===== src/rtl/shift_pkg.sv =====
// Shared definitions for the sequential left-shift unit: mode encodings,
// FSM state type and the width of the shift-count field.
package shift_pkg;

    localparam int COUNT_W = 3;

    typedef enum logic [1:0] {
        SHL_LOGIC = 2'b00,  // fill with 0
        SHL_ROT   = 2'b01,  // fill with the bit shifted out
        SHL_CARRY = 2'b10,  // fill with the previous carry
        SHL_FILL  = 2'b11   // replicate the current lsb
    } mode_t;

    typedef enum logic [1:0] {
        IDLE  = 2'b00,
        SHIFT = 2'b01,
        DONE  = 2'b10
    } state_t;

endpackage


===== src/rtl/shift_left_step.sv =====
// Single-bit left shift: the fill bit entering the lsb depends on the mode,
// and the bit leaving the msb becomes the new carry.
module shift_left_step
    import shift_pkg::*;
#(
    parameter int WIDTH = 8
) (
    input  logic [WIDTH-1:0] value,
    input  logic             carry,
    input  mode_t            mode,
    output logic [WIDTH-1:0] shifted,
    output logic             carry_out
);

    logic fill;

    // Select the fill bit for the vacated lsb and form the shifted word.
    always_comb begin
        fill = 1'b0;
        case (mode)
            SHL_LOGIC: fill = 1'b0;
            SHL_ROT:   fill = value[WIDTH-1];
            SHL_CARRY: fill = carry;
            SHL_FILL:  fill = value[0];
            default:   fill = 1'b0;
        endcase
        shifted   = {value[WIDTH-2:0], fill};
        carry_out = value[WIDTH-1];
    end

endmodule


===== src/rtl/shift_left_seq_unit.sv =====
// Sequential left-shift unit: loads an operand on start, performs one
// single-bit shift per clock for the requested count, then pulses done.
//
// Handshake: start is a request that is accepted only on a rising edge where
// the FSM is in IDLE; x, cin, {sel1,sel0} and count are captured on that same
// edge. start seen in SHIFT or DONE is dropped. busy is high for the shift
// cycles, done is a single-cycle completion pulse, and the two never overlap.
// The state output exposes the FSM for observation.
module shift_left_seq_unit
    import shift_pkg::*;
#(
    parameter int WIDTH = 8
) (
    input  logic               clk,
    input  logic               rst,
    input  logic               start,
    input  logic [WIDTH-1:0]   x,
    input  logic               cin,
    input  logic               sel1,
    input  logic               sel0,
    input  logic [COUNT_W-1:0] count,
    output logic [WIDTH-1:0]   f,
    output logic               cout,
    output logic               busy,
    output logic               done,
    output state_t             state
);

    state_t             state_q;
    state_t             state_d;
    mode_t              mode_q;
    logic [COUNT_W-1:0] cnt_q;
    logic [WIDTH-1:0]   f_q;
    logic               cout_q;
    logic [WIDTH-1:0]   step_f;
    logic               step_c;
    logic               accept;

    assign accept = (state_q == IDLE) && start;

    shift_left_step #(.WIDTH(WIDTH)) u_step (
        .value     (f_q),
        .carry     (cout_q),
        .mode      (mode_q),
        .shifted   (step_f),
        .carry_out (step_c)
    );

    // FSM state register; reset forces IDLE without waiting for a clock.
    always_ff @(posedge clk or posedge rst) begin
        if (rst) begin
            state_q <= IDLE;
        end else begin
            state_q <= state_d;
        end
    end

    // Next-state logic: a zero count skips SHIFT, the last shift lands in DONE.
    always_comb begin
        state_d = state_q;
        case (state_q)
            IDLE: begin
                if (start) begin
                    state_d = (count == '0) ? DONE : SHIFT;
                end
            end
            SHIFT: begin
                if (cnt_q == COUNT_W'(1)) begin
                    state_d = DONE;
                end
            end
            DONE:    state_d = IDLE;
            default: state_d = IDLE;
        endcase
    end

    // Datapath: load on accepted start, shift once per SHIFT cycle, else hold.
    always_ff @(posedge clk or posedge rst) begin
        if (rst) begin
            f_q    <= '0;
            cout_q <= 1'b0;
            mode_q <= SHL_LOGIC;
            cnt_q  <= '0;
        end else if (accept) begin
            f_q    <= x;
            cout_q <= cin;
            mode_q <= mode_t'({sel1, sel0});
            cnt_q  <= count;
        end else if (state_q == SHIFT) begin
            f_q    <= step_f;
            cout_q <= step_c;
            cnt_q  <= cnt_q - COUNT_W'(1);
        end
    end

    assign f     = f_q;
    assign cout  = cout_q;
    assign busy  = (state_q == SHIFT);
    assign done  = (state_q == DONE);
    assign state = state_q;

endmodule


===== config.mk =====
export PLATFORM = sky130hd
export DESIGN_NAME = shift_left_seq_unit
export DESIGN_NICKNAME = d
export VERILOG_FILES = /design/src/rtl/shift_pkg.sv /design/src/rtl/shift_left_step.sv /design/src/rtl/shift_left_seq_unit.sv
export SDC_FILE = /design/constraint.sdc
export NUM_CORES = 1
export LEC_CHECK = 0
export CAP_MARGIN = 40
export CORE_AREA = 4 4 49 51
export CTS_CLUSTER_SIZE = 24
export DETAILED_ROUTE_END_ITERATION = 10
export DIE_AREA = 0 0 53 55
export PLACE_DENSITY = 0.74
export SYNTH_ARGS = -nofsm -noshare
export SYNTH_HDL_FRONTEND = slang
export SYNTH_SLANG_ARGS = --single-unit

===== constraint.sdc =====
create_clock -name clk -period 1.98 [get_ports clk]
set_clock_uncertainty 0.05 [all_clocks]
set_input_delay 0.297 -clock clk [delete_from_list [all_inputs] [get_ports clk]]
set_output_delay 0.297 -clock clk [all_outputs]
set_load 0.01 [all_outputs]

==> results by group <==
STA
  – Max frequency: roughly 530 MHz
  – RSZ-0062 raised after global routing: false
  – Post-route minimum period: between 1500 and 2000 ps
  – Worst setup margin: just under 90 ps
  – Fin. Hold Viols: 0
  – Final setup viols: 0
  – Part of the cycle the worst path needs: between 90% and 100%
  – Slew Limit Fails: 0
  – Slew HR: about 54%
  – Setup TNS: 0 ps
  – Worst-margin pin slew: 681.2 ps

Clock tree
  – CTS tree: built
  – CTS root buf: clkbuf_4
  – Clk_lat worst skew: 280 ps
  – Cts hold-fix bufs: 0
  – Reg clk slew, reported paths: 100 ps
  – CTS max path bufs: 2
  – H-tree lvl count: 1
  – CTS Sinks: 16
  – CTS Buf Count: 3

Worst hold path
  – Worst hold path type: input pin to asynchronous set/reset pin

Drt
  – Via Count: 693
  – Remaining antenna violation count: 0
  – First-pass iteration count of the detailed router: 4
  – DRC: 0
  – Wire per inst: 12.50 µm
  – Met3 Routed Length: 83 µm
  – WL met2: 833 µm
  – Top sig layer: met4
  – Via density: 4.846
  – Number of DRC markers in iteration 0: 15
  – Wl on met1: about 860 µm
  – WL final: ~1800 µm

Synthesis
  – Flops & latches, synth: 16
  – Sequential fraction of the synthesis area: 49.84%
  – Cell count after synthesis: between 80 and 90
  – Count leader, synth: nand2_1
  – Mapped Area: between 800 and 900 µm²
  – Synth area leaders: dfrtp_1 50%, nand2_1 9.3%, a22oi_1 8.4%
  – Ys Warns: 0
  – Post-synthesis cell type count: 24
  – Syn_nets: approximately 100
  – Yosys top cell by area: dfrtp_1
  – Asr flop ratio synth: 100.0%
  – Top cell type's share of synthesized area: 49.84%
  – Most frequent cells after synthesis: 20 x nand2_1, 16 x dfrtp_1, 9 x a22oi_1
  – Dominant synthesized flop cell: dfrtp_1
  – Syn avg cell area: 9.796 µm²
  – Post-synth EDFFs: 0

Power and ir drop
  – Design Power: 0.001733 W
  – Leakage: 0.5402 nW
  – Power density over cell area: 1475 mW/mm²
  – Max rail drop VDD: 0.0008030 V

Cells and area
  – Layout cell share with drive strength beyond 1: 8.621%
  – Filler instances: 183
  – Diode count: 0
  – Nets: 139
  – Register Area: 401.6 µm²
  – Multi-input gate area: between 300 and 400 µm²
  – Layout area overhead: 46.26%

Worst setup path
  – Critical Path Start Type: flip-flop
  – Setup CP Type: flip-flop to output pin
  – Reg2reg path depth: 4
  – R2r setup slk: between 400 and 500 ps
  – Worst path slowest cell: clkdlybuf4s50_1
  – CP max stage delay: 500 ps
  – Worst path required time: 1630 ps
  – Critical Path AT: 1550 ps
  – Endpoint class of the critical path: output pin
  – Worst-path fanout max: 9
  – Reg2reg start: mode_q[0]
  – RR Endpoint: f[0]
  – CP Cell Sequence: nand2b_1 > clkinv_1 > clkdlybuf4s50_1

Global route
  – Vias in the first global route: 717
  – Total track usage: 14.10%
  – Gr ovfl total: 0
  – Wire length of the first global-routing pass: between 3000 and 4000 µm
  – Pin count of the biggest net entering global routing: 17
  – Initial antenna violation count: 0

Flow run
  – Max cap viols: 0

Die
  – Die height: 55 µm
  – Core ar.: 0.001942 mm²
  – Initial Utilization: 41.37%
  – Top-Level Pins: 30
  – Die area: 0.002915 mm²
  – Row count: 16
  – Die Wd: 53 µm

Placed design
  – Dpl ws: 278.6 ps
  – RePlAce Congestion: approximately 0.78
  – IO buf count: 29
  – DP Wirelength: 1371 µm

Outcome
  – Status: complete, no violations
-- logic make-up (layout without fill, tap and decap cells) --
family          count (synthesis)  count (layout)  share of synthesized area, %
fa+ha+maj                       5               5                         7.788
buf+inv                        10              44                         5.761
xor+xnor                        1               1                         1.091
simple gates                   31              31                         18.69
compound gates                 19              19                         16.82
flops                          16              16                         49.84
-- how the worst max path moves through the flow --
stage / startpoint / to / slack [ps] / cells past startpoint
finish: state[0] / busy / 90 / 3
global route: state[0] / busy / 10 / 3
CTS: state[0] / busy / 30 / 3
detailed placement: start / cnt_q[0] / 280 / 3
global placement: start / cnt_q[0] / 330 / 3
floorplan: mode_q[0] / f[0] / 510 / 4
-- power by group --
part	total, W	internal [W]	switching, W
Clock	0.000217	0.000112	0.000105
Combinational	0.000885	0.000478	0.000407
Sequential	0.000631	0.000488	0.000143
-- critical path, delay by kind of cell (launching register included) --
kind	cells	cell delay, ps
buffers and inverters	2	620
AND/OR/NAND/NOR	1	180
flip-flops	1	470
-- cell usage in the layout, fill, tap and decap left out, drive strengths merged --
| master | instances |
|---|---|
| or3 | 1 |
| ha | 5 |
| nand2 | 20 |
| nor2b | 1 |
| nor3b | 1 |
| o22ai | 1 |
| nand3b | 2 |
| dfrtp | 16 |
| a22oi | 9 |
| o21ai | 3 |
| inv | 6 |
| clkbuf | 4 |
| buf | 4 |
| or3b | 1 |
| nor3 | 1 |
| o21bai | 1 |
| clkinv | 1 |
| a21oi | 2 |
| and2b | 1 |
| a221o | 2 |
| xor2 | 1 |
| a2bb2oi | 1 |
| nor2 | 2 |
| nand2b | 1 |
| clkdlybuf4s50 | 29 |
-- layout make-up --
cell class | count | area share (%)
clock buffer | 4 | 3.088
multi-input combinational | 56 | 30.35
sequential | 16 | 34.19
timing repair buffer | 33 | 27.26
tap | 27 | 2.875
inverter | 7 | 2.236
-- state kept, by name, indices dropped and copies added, names as in the netlist --
register  flops
cout          1
mode_q        2
f             8
state         2
cnt_q         3
-- layer usage --
metal	up-vias	track usage (%)
met2	20	22.93
met5	-	0
li1	350	-
met3	2	2.681
met1	321	18.26
met4	0	6.383
-- repair_timing --
item	CTS	global route
buffers inserted	0	0
gates resized for setup	0	1
setup endpoints to repair	0	1
hold endpoints to repair	0	0
-- stage by stage --
stage | cells | util, % | hold WS (ps) | area [µm²]
after floorplan | 82 | - | 160.7 | 803.3
after global placement | 139 | 58.57 | 445.8 | 1137
after detailed placement | 139 | 58.57 | 443.2 | 1137
after CTS | 143 | 60.44 | 342.0 | 1174
after global routing | 143 | 60.50 | 374.1 | 1175
final | 143 | 60.50 | 317.0 | 1175
No activity file was read; power rests on OpenSTA's default activity.
==> RTL change: new RTL, same settings <==
Set the package constant `COUNT_W` to 5 (it was 3).
--- a/src/rtl/shift_pkg.sv
+++ b/src/rtl/shift_pkg.sv
@@ -4,3 +4,3 @@
 
-    localparam int COUNT_W = 3;
+    localparam int COUNT_W = 5;
 
Ports: changed (resized count); port bits go from 30 to 32. No check against the original RTL was run, so the function may have changed too.
==> RTL change against the unedited design <==
- fmax is essentially flat
- die area is the same
- cell area rose by 16%
- hold slack worse by 0.045 ns
- count of clock-buffer cells in the layout unchanged
- synthesized area is 19% higher
- worst setup slack worse by 0.0017 ns
- sequential cell count increased by 2
- cell count grew 14%
- total power up 7.0%
- wire length grew 30%
==> RTL change: results (changes against the unedited design) <==
run_status: "finished, final reports clean"
synth-compound-area-share_pct: 19.48  # +2.7 points
wl_met2_um: 1158  # +39%
timing.final.crit_share_pct: 95.68  # about the same
grt_first_pass_wirelength_um: 3822  # +26%
crit-reg2reg-capture: "cnt_q[4]$_DFFE_PP0P_"
netlist_top_cells_area: "sky130_fd_sc_hd__dfrtp_1 (47%), sky130_fd_sc_hd__nand2_1 (7.5%), sky130_fd_sc_hd__a22oi_1 (7.1%), sky130_fd_sc_hd__ha_1 (6.5%), sky130_fd_sc_hd__a221o_1 (3.1%)"
detailedRoute.firstIterationViolations: 19  # +4
mappedNetlistNets: 123  # +18%
globalRouteTotalUtil_pct: 18.18  # +4.1 points
ys_types: 28  # +17%
gpl.final_weighted_congestion: 0.7896  # +1.7%
maximum_number_of_pins_on_one_net_before_global_route_repair: 19  # +2
worst-r2r-cell-count: 5  # +1
hpwlAfterDp_um: 1775  # +30%
syn_inst: 99  # +21%
global_routing_usage_on_met2_pct: 29.55  # +6.6 points
design.final.nets: 161  # +16%
worst_case_setup_slack_after_placement_ns: 0.2969  # +0.01832 ns
synth_commonest_cells: "sky130_fd_sc_hd__nand2_1 (19), sky130_fd_sc_hd__dfrtp_1 (18), sky130_fd_sc_hd__a22oi_1 (9)"
total_switching_power_w: 0.0007035  # +7.4%
regToRegSetupSlack_ns: 0.45  # +0.03 ns
p_comb_w: 0.000918  # +3.7%
nFillCells: 167  # -8.7%
cellLeakagePower_nw: 0.6141  # +14%
final_layout_size_suffix_gt1_share_pct: 11.76  # +3.1 points
final.hold.worst_slack_ns: 0.2722  # -0.04472 ns
largest_register_ff_count: 8  # unchanged
first_global_vias: 834  # +16%
vdd_drop_max_uv: 739.7  # -7.9%
met3_length_um: 143  # +72%
synthAdderAreaFrac_pct: 6.536  # -1.3 points
vias: 855  # +23%
global_route.usage.met1_pct: 23.41  # +5.2 points
worst_slew_margin_rel_pct: 74.35  # +20 points
synth_top_flop_cell: "sky130_fd_sc_hd__dfrtp_1"
placedInstanceArea_um2: 1306  # +15%
finalWirelength_um: 2328  # +30%
insertion_delay_ns: 0.29
post-layout-total-power_w: 0.001854  # +7.0%
port_buffers: 31  # +6.9%
met1Wirelength_um: 989  # +15%
routed_wire_length_per_instance_um: 14.28  # +14%
timing.critical_path.from: "state[1]$_DFFE_PP0P_"
grtUsageMet3_pct: 4.021  # +1.3 points
crit_reg_reg_startpoint: "cnt_q[0]$_DFFE_PP0P_"
yosysSeqAreaShare_pct: 47.06  # -2.8 points
synth_largest_type_area_fraction_pct: 47.06  # -2.8 points
path_max_fanout: 7  # -2
==> RTL change: kinds of logic after synthesis <==
family | Yosys count
and+or+nand+nor | 37
AOI/OAI and AO/OA | 26
DFF | 18
buffers and inverters | 13
adders and majority gates | 5
==> RTL change: final cells by class <==
cell class / count / area [um2] / share of cell area [%]
repair buffers: 38 / 362.8 / 26.68
flip-flops and latches: 18 / 452.9 / 33.30
well taps: 27 / 33.78 / 2.484
inverters: 8 / 30.03 / 2.208
multi-input cells: 68 / 444.2 / 32.66
clock buffers: 4 / 36.28 / 2.668
==> RTL change: critical path, stage by stage, from the launching register on <==
cell and delay [ns]:
sky130_fd_sc_hd__dfrtp_2 0.46, sky130_fd_sc_hd__nand2b_4 0.18, sky130_fd_sc_hd__inv_1 0.08, sky130_fd_sc_hd__clkdlybuf4s50_1 0.54
==> RTL change: repair_timing <==
item / CTS / global route
setup buffers: 0 / 2
setup endpoints to repair: 0 / 1
gates resized for setup: 0 / 2
